--- config.mk ---
export PLATFORM = sky130hd
export DESIGN_NAME = ks_pipe_adder
export DESIGN_NICKNAME = d
export VERILOG_FILES = /design/src/rtl/ks_pkg.sv /design/src/rtl/ks_prefix_level.sv /design/src/rtl/ks_pipe_adder.sv
export SDC_FILE = /design/constraint.sdc
export NUM_CORES = 1
export LEC_CHECK = 0
export CAP_MARGIN = 10
export CORE_AREA = 3 3 350 266
export CTS_BUF_LIST = sky130_fd_sc_hd__clkbuf_8
export DETAILED_ROUTE_END_ITERATION = 7
export DIE_AREA = 0 0 353 269
export PLACE_DENSITY_LB_ADDON = 0.05
export SYNTH_ARGS = -nofsm -noshare
export SYNTH_HDL_FRONTEND = slang
export SYNTH_SLANG_ARGS = --single-unit
export TNS_END_PERCENT = 100
--- constraint.sdc ---
create_clock -name clk -period 30.1 [get_ports clk]
set_input_delay 6.02 -clock clk [delete_from_list [all_inputs] [get_ports clk]]
set_output_delay 6.02 -clock clk [all_outputs]
set_load 0.005 [all_outputs]
--- src/rtl/ks_pkg.sv ---
// Shared helpers for the pipelined Kogge-Stone adder: log2 and pipeline depth.
package ks_pkg;

    function automatic int unsigned clog2(input int unsigned v);
        int unsigned r;
        r = 0;
        for (int unsigned i = 0; i < 32; i++) begin
            if ((64'd1 << i) < 64'(v)) begin
                r = i + 1;
            end
        end
        return r;
    endfunction

    function automatic int unsigned ks_depth(input int unsigned width);
        return clog2(width) + 2;
    endfunction

endpackage

--- src/rtl/ks_prefix_level.sv ---
// One Kogge-Stone prefix level: combines each position with the one SPAN below it.
module ks_prefix_level #(
    parameter int unsigned WIDTH = 32,
    parameter int unsigned SPAN  = 1
) (
    input  logic [WIDTH-1:0] g_in,
    input  logic [WIDTH-1:0] p_in,
    output logic [WIDTH-1:0] g_out,
    output logic [WIDTH-1:0] p_out
);

    // Low SPAN positions have no partner; forcing their partner P to 1 passes them through.
    localparam logic [WIDTH-1:0] LOW_MASK = {WIDTH{1'b1}} >> (WIDTH - SPAN);

    assign g_out = g_in | (p_in & (g_in << SPAN));
    assign p_out = p_in & ((p_in << SPAN) | LOW_MASK);

endmodule

--- src/rtl/ks_pipe_adder.sv ---
// Pipelined, back-pressurable Kogge-Stone adder with valid/ready on both sides.
// Optional signed-overflow output enabled by defining KS_OVF_EN.
module ks_pipe_adder
    import ks_pkg::*;
#(
    parameter int unsigned WIDTH = 32,
    parameter int unsigned TAG_W = 8
) (
    input  logic             clk,
    input  logic             rst_n,
    input  logic             in_valid,
    output logic             in_ready,
    input  logic [WIDTH-1:0] in1,
    input  logic [WIDTH-1:0] in2,
    input  logic             c0,
    input  logic [TAG_W-1:0] in_tag,
    output logic             out_valid,
    input  logic             out_ready,
    output logic [WIDTH:0]   out,
    output logic [TAG_W-1:0] out_tag
`ifdef KS_OVF_EN
    ,
    output logic             ovf
`endif
);

    localparam int unsigned LEVELS = clog2(WIDTH);

    typedef struct packed {
        logic             valid;
        logic [WIDTH-1:0] a;
        logic [WIDTH-1:0] b;
        logic             c0;
        logic [TAG_W-1:0] tag;
    } in_t;

    typedef struct packed {
        logic             valid;
        logic [WIDTH-1:0] p;
        logic [WIDTH-1:0] g;
        logic [WIDTH-1:0] pg;
        logic             c0;
        logic [TAG_W-1:0] tag;
`ifdef KS_OVF_EN
        logic             sa;
        logic             sb;
`endif
    } stage_t;

    in_t              in_q;
    stage_t           st_q [0:LEVELS];
    stage_t           st_d [0:LEVELS];
    logic [WIDTH-1:0] lev_g [1:LEVELS];
    logic [WIDTH-1:0] lev_p [1:LEVELS];
    logic [WIDTH-1:0] carry;
    logic [WIDTH-1:0] sum;
    logic             stall;

    assign stall    = out_valid & ~out_ready;
    assign in_ready = ~stall;

    for (genvar k = 1; k <= LEVELS; k++) begin : g_level
        ks_prefix_level #(
            .WIDTH (WIDTH),
            .SPAN  (1 << (k - 1))
        ) u_level (
            .g_in  (st_q[k-1].g),
            .p_in  (st_q[k-1].pg),
            .g_out (lev_g[k]),
            .p_out (lev_p[k])
        );
    end

    // Stage 0 generates bitwise g/p with the carry-in folded into bit 0; later stages take a prefix level.
    always_comb begin
        st_d[0]       = '0;
        st_d[0].valid = in_q.valid;
        st_d[0].p     = in_q.a ^ in_q.b;
        st_d[0].g     = in_q.a & in_q.b;
        st_d[0].g[0]  = (in_q.a[0] & in_q.b[0]) | ((in_q.a[0] ^ in_q.b[0]) & in_q.c0);
        st_d[0].pg    = in_q.a ^ in_q.b;
        st_d[0].c0    = in_q.c0;
        st_d[0].tag   = in_q.tag;
`ifdef KS_OVF_EN
        st_d[0].sa    = in_q.a[WIDTH-1];
        st_d[0].sb    = in_q.b[WIDTH-1];
`endif
        for (int k = 1; k <= int'(LEVELS); k++) begin
            st_d[k]    = st_q[k-1];
            st_d[k].g  = lev_g[k];
            st_d[k].pg = lev_p[k];
        end
    end

    assign carry = st_q[LEVELS].g;
    assign sum   = st_q[LEVELS].p ^ {carry[WIDTH-2:0], st_q[LEVELS].c0};

    // Global stall: every register holds together; result data only loads on a valid result.
    always_ff @(posedge clk) begin
        if (!rst_n) begin
            in_q.valid <= 1'b0;
            for (int k = 0; k <= int'(LEVELS); k++) begin
                st_q[k].valid <= 1'b0;
            end
            out_valid <= 1'b0;
            out       <= '0;
            out_tag   <= '0;
`ifdef KS_OVF_EN
            ovf       <= 1'b0;
`endif
        end else if (!stall) begin
            in_q.valid <= in_valid;
            in_q.a     <= in1;
            in_q.b     <= in2;
            in_q.c0    <= c0;
            in_q.tag   <= in_tag;
            for (int k = 0; k <= int'(LEVELS); k++) begin
                st_q[k] <= st_d[k];
            end
            out_valid <= st_q[LEVELS].valid;
            if (st_q[LEVELS].valid) begin
                out     <= {carry[WIDTH-1], sum};
                out_tag <= st_q[LEVELS].tag;
`ifdef KS_OVF_EN
                ovf     <= (st_q[LEVELS].sa == st_q[LEVELS].sb) & (sum[WIDTH-1] != st_q[LEVELS].sa);
`endif
            end
        end
    end

endmodule

==> results.sh <==
export IMPL_status="completed"
export IMPL_clk_insertion_delay_late_ns=0.70
export IMPL_layout_cells_non_filler=2591
export IMPL_crit_fanout=42
export IMPL_cpPeakStageDelay_ns=0.64
export IMPL_pin_count=120
export IMPL_async_flop_share=0
export IMPL_cts_hold_buf=0
export IMPL_arrival_ns=7.82
export IMPL_routed_top_layer="met4"
export IMPL_worst_r2r_startpoint="out_valid"
export IMPL_layout_nets=1416
export IMPL_cts_sinks=658
export IMPL_fmax_mhz=72.24
export IMPL_synth_nets=1196
export IMPL_crit_slowest_cell="clkdlybuf4s50_1"
export IMPL_via_per_inst=3.777
export IMPL_worst_setup_path_end_kind="output pin"
export IMPL_ant_nets=0
export IMPL_crit_required_ns=24.08
export IMPL_dpl_cell_area_um2=25100
export IMPL_cp_cell_sequence="clkdlybuf4s50_1, nor2b_2, inv_2, clkdlybuf4s50_1"
export IMPL_dr_wl_met2_um=17650
export IMPL_synth_top_cell_area_share=0.8161
export IMPL_setup_worst_path_class="input port to output pin"
export IMPL_clkTransAtPathRegs_ns=0.06
export IMPL_yosysTopAreaCell="edfxtp_1"
export IMPL_ys_seq_elements=658
export IMPL_yosysSeqAreaShare=0.8589
export IMPL_numCtsBuffers=112
export IMPL_post_cts_setup_buffer_count=0
export IMPL_finalWirelength_um=44200
export IMPL_rsz0062_at_grt="false"
export IMPL_vias=9785
export IMPL_leakage_nw=9.902
export IMPL_timing_final_crit_period_ns=13.84
export IMPL_design_core_area_um2=89500
export IMPL_antenna_found_initial=5
export IMPL_cts_tree="built"
export IMPL_layout_drive_gt1_share=0.09949
export IMPL_crit_start="out_ready"
export IMPL_maxSlewHeadroom=0.3099
export IMPL_dieArea_um2=94960
export IMPL_cts_root_buffer="clkbuf_8"
export IMPL_drc_errors=0
export IMPL_drt_initial_drc_count=620
export IMPL_syn_area_um2=22450
export IMPL_wl_met3_um=2381
export IMPL_crit_family="buffers and inverters"
export IMPL_worst_slew_pin_slew_ns=1.035
export IMPL_setup_tns_ns=0
export IMPL_netlist_instances=1087
export IMPL_dp_cells=2405
export IMPL_power_mw=1.870
export IMPL_fin_util=0.3015
export IMPL_start_util=0.2508
export IMPL_r2r_slack_ns=25.85
export IMPL_cpMostUsedCell="clkdlybuf4s50_1"
export IMPL_die_h_um=269
export IMPL_power_density_nw_per_um2=69.28
export IMPL_drv_cap=0
export IMPL_min_from="st_q[0][303]"
export IMPL_avgSynthCellArea_um2=20.65
export IMPL_ir_worst_vdd_v=0.00002725
export IMPL_design_area_um2=26990
export IMPL_h_tree_depth=3
export IMPL_critPathLaunchType="input port"
export IMPL_dr_pass1_iters=4
export IMPL_ys_warnings_count=0
export IMPL_wl_met1_um=22780
export IMPL_cts_resized=0
export IMPL_synth_cell_type_count=19
export IMPL_grt_pass1_wl_um=66950
export IMPL_place_hpwl_um=27980
export IMPL_ys_flop_type="edfxtp_1"
export IMPL_grtUsageTotal=0.09395
export IMPL_synth_edf_count=610
export IMPL_grt_ovfl_total=0
export IMPL_maxSlewViolCount=0
export IMPL_row_count=95
export IMPL_post_drt_wl_per_cell_um=17.06
export IMPL_syn_to_final_growth_pct=20.22
export IMPL_synth_area_leaders="edfxtp_1 82%, a21o_1 4.3%, dfxtp_1 4.3%"
export IMPL_fin_skew_ns=0.03415
export IMPL_min_period_over_period=0.4599
export IMPL_crit_buf_inv=3
export IMPL_hold_path_class="register to register"
export IMPL_final_hold_viol_count=0
export IMPL_port_buffers=119
export IMPL_grt_max_degree=181
export IMPL_first_global_vias=10539
export IMPL_setup_viol=0
export IMPL_globalplace_congestion=0.6848
export IMPL_cts_buffer_depth=3
export IMPL_die_width_um=353
[metal layers]
layer / up-vias / track usage
li1: 4659 / -
met1: 4814 / 0.1389
met2: 203 / 0.1277
met3: 109 / 0.02901
met4: 0 / 0.03565
met5: - / 0
[power breakdown]
group          internal, mW  leakage [nW]  switching [mW]
logic                0.0286          2.46          0.0320
registers              1.07          6.37          0.0333
clock network         0.354          1.07           0.348
total                  1.46          9.90           0.413
[worst register-to-register path, cell delays in order, from the launching register on]
cell	delay (ns)
dfxtp_1	0.31
nor2b_2	0.20
inv_2	0.57
and2_4	0.91
buf_12	0.72
buf_4	1.07
[layout by cell type, fill, tap and decap left out]
cell / n
clkinv_2: 5
clkinv_1: 30
and2_4: 2
o21a_1: 1
buf_4: 7
mux2i_1: 9
dfxtp_1: 48
clkdlybuf4s50_1: 118
nor2b_2: 1
clkinvlp_4: 2
ha_1: 32
a21boi_0: 6
xnor2_1: 32
nand3_1: 32
buf_12: 1
and2_1: 98
o211a_1: 32
a21o_1: 130
buf_2: 1
nand2_1: 31
inv_6: 2
bufinv_16: 1
inv_1: 30
edfxtp_1: 610
inv_2: 1
clkbuf_8: 114
and3_1: 1
diode_2: 2
[area by class of cell]
type | instances | area [µm²]
fill | 8798 | 62520
tap | 1212 | 1516
clock buffer | 114 | 1569
multi-input combinational | 407 | 3042
timing repair buffer | 127 | 1259
inverter | 1 | 3.754
clock inverter | 70 | 312.8
antenna | 2 | 5.005
sequential | 658 | 19280
[synth_stat cells, types with 6 or more instances]
cell type,n
a21o_1,130
nand3_1,32
edfxtp_1,610
o211a_1,32
mux2i_1,9
a21boi_0,6
xnor2_1,32
nand2_1,31
and2_1,99
dfxtp_1,48
clkbuf_1,14
ha_1,32
buf_6,6
[registers in the layout, summed over array words and instances (netlist names)]
| signal | flops |
|---|---|
| out | 33 |
| out_valid | 1 |
| out_tag | 8 |
| in_q | 74 |
| st_q | 542 |
[per-stage QoR]
step | hold WS [ns] | worst slack [ns]
after CTS | 0.3963 | 16.23
after floorplan | 0.4003 | 8.798
final | 0.3944 | 16.26
after global placement | 0.4011 | 16.23
after detailed placement | 0.4045 | 16.23
after global routing | 0.3992 | 16.15
[logic make-up (layout without fill, tap and decap cells)]
logic type	Yosys count	count (layout)	share of synthesized area
flops	658	658	0.8589
compound gates	169	169	0.06009
simple gates	165	165	0.04097
fa+ha+maj	32	32	0.01784
xor+xnor	32	32	0.01249
buf+inv	22	312	0.005741
mux	9	9	0.004014
other cells	0	2	0
[worst paths after layout]
path | end | cells after the start
max | in_ready | 4
min | st_q[0][409] | 0
max reg2reg | in_q[34] | 5
min reg2reg | st_q[0][409] | 0
Power figures use the tool's default switching activity.
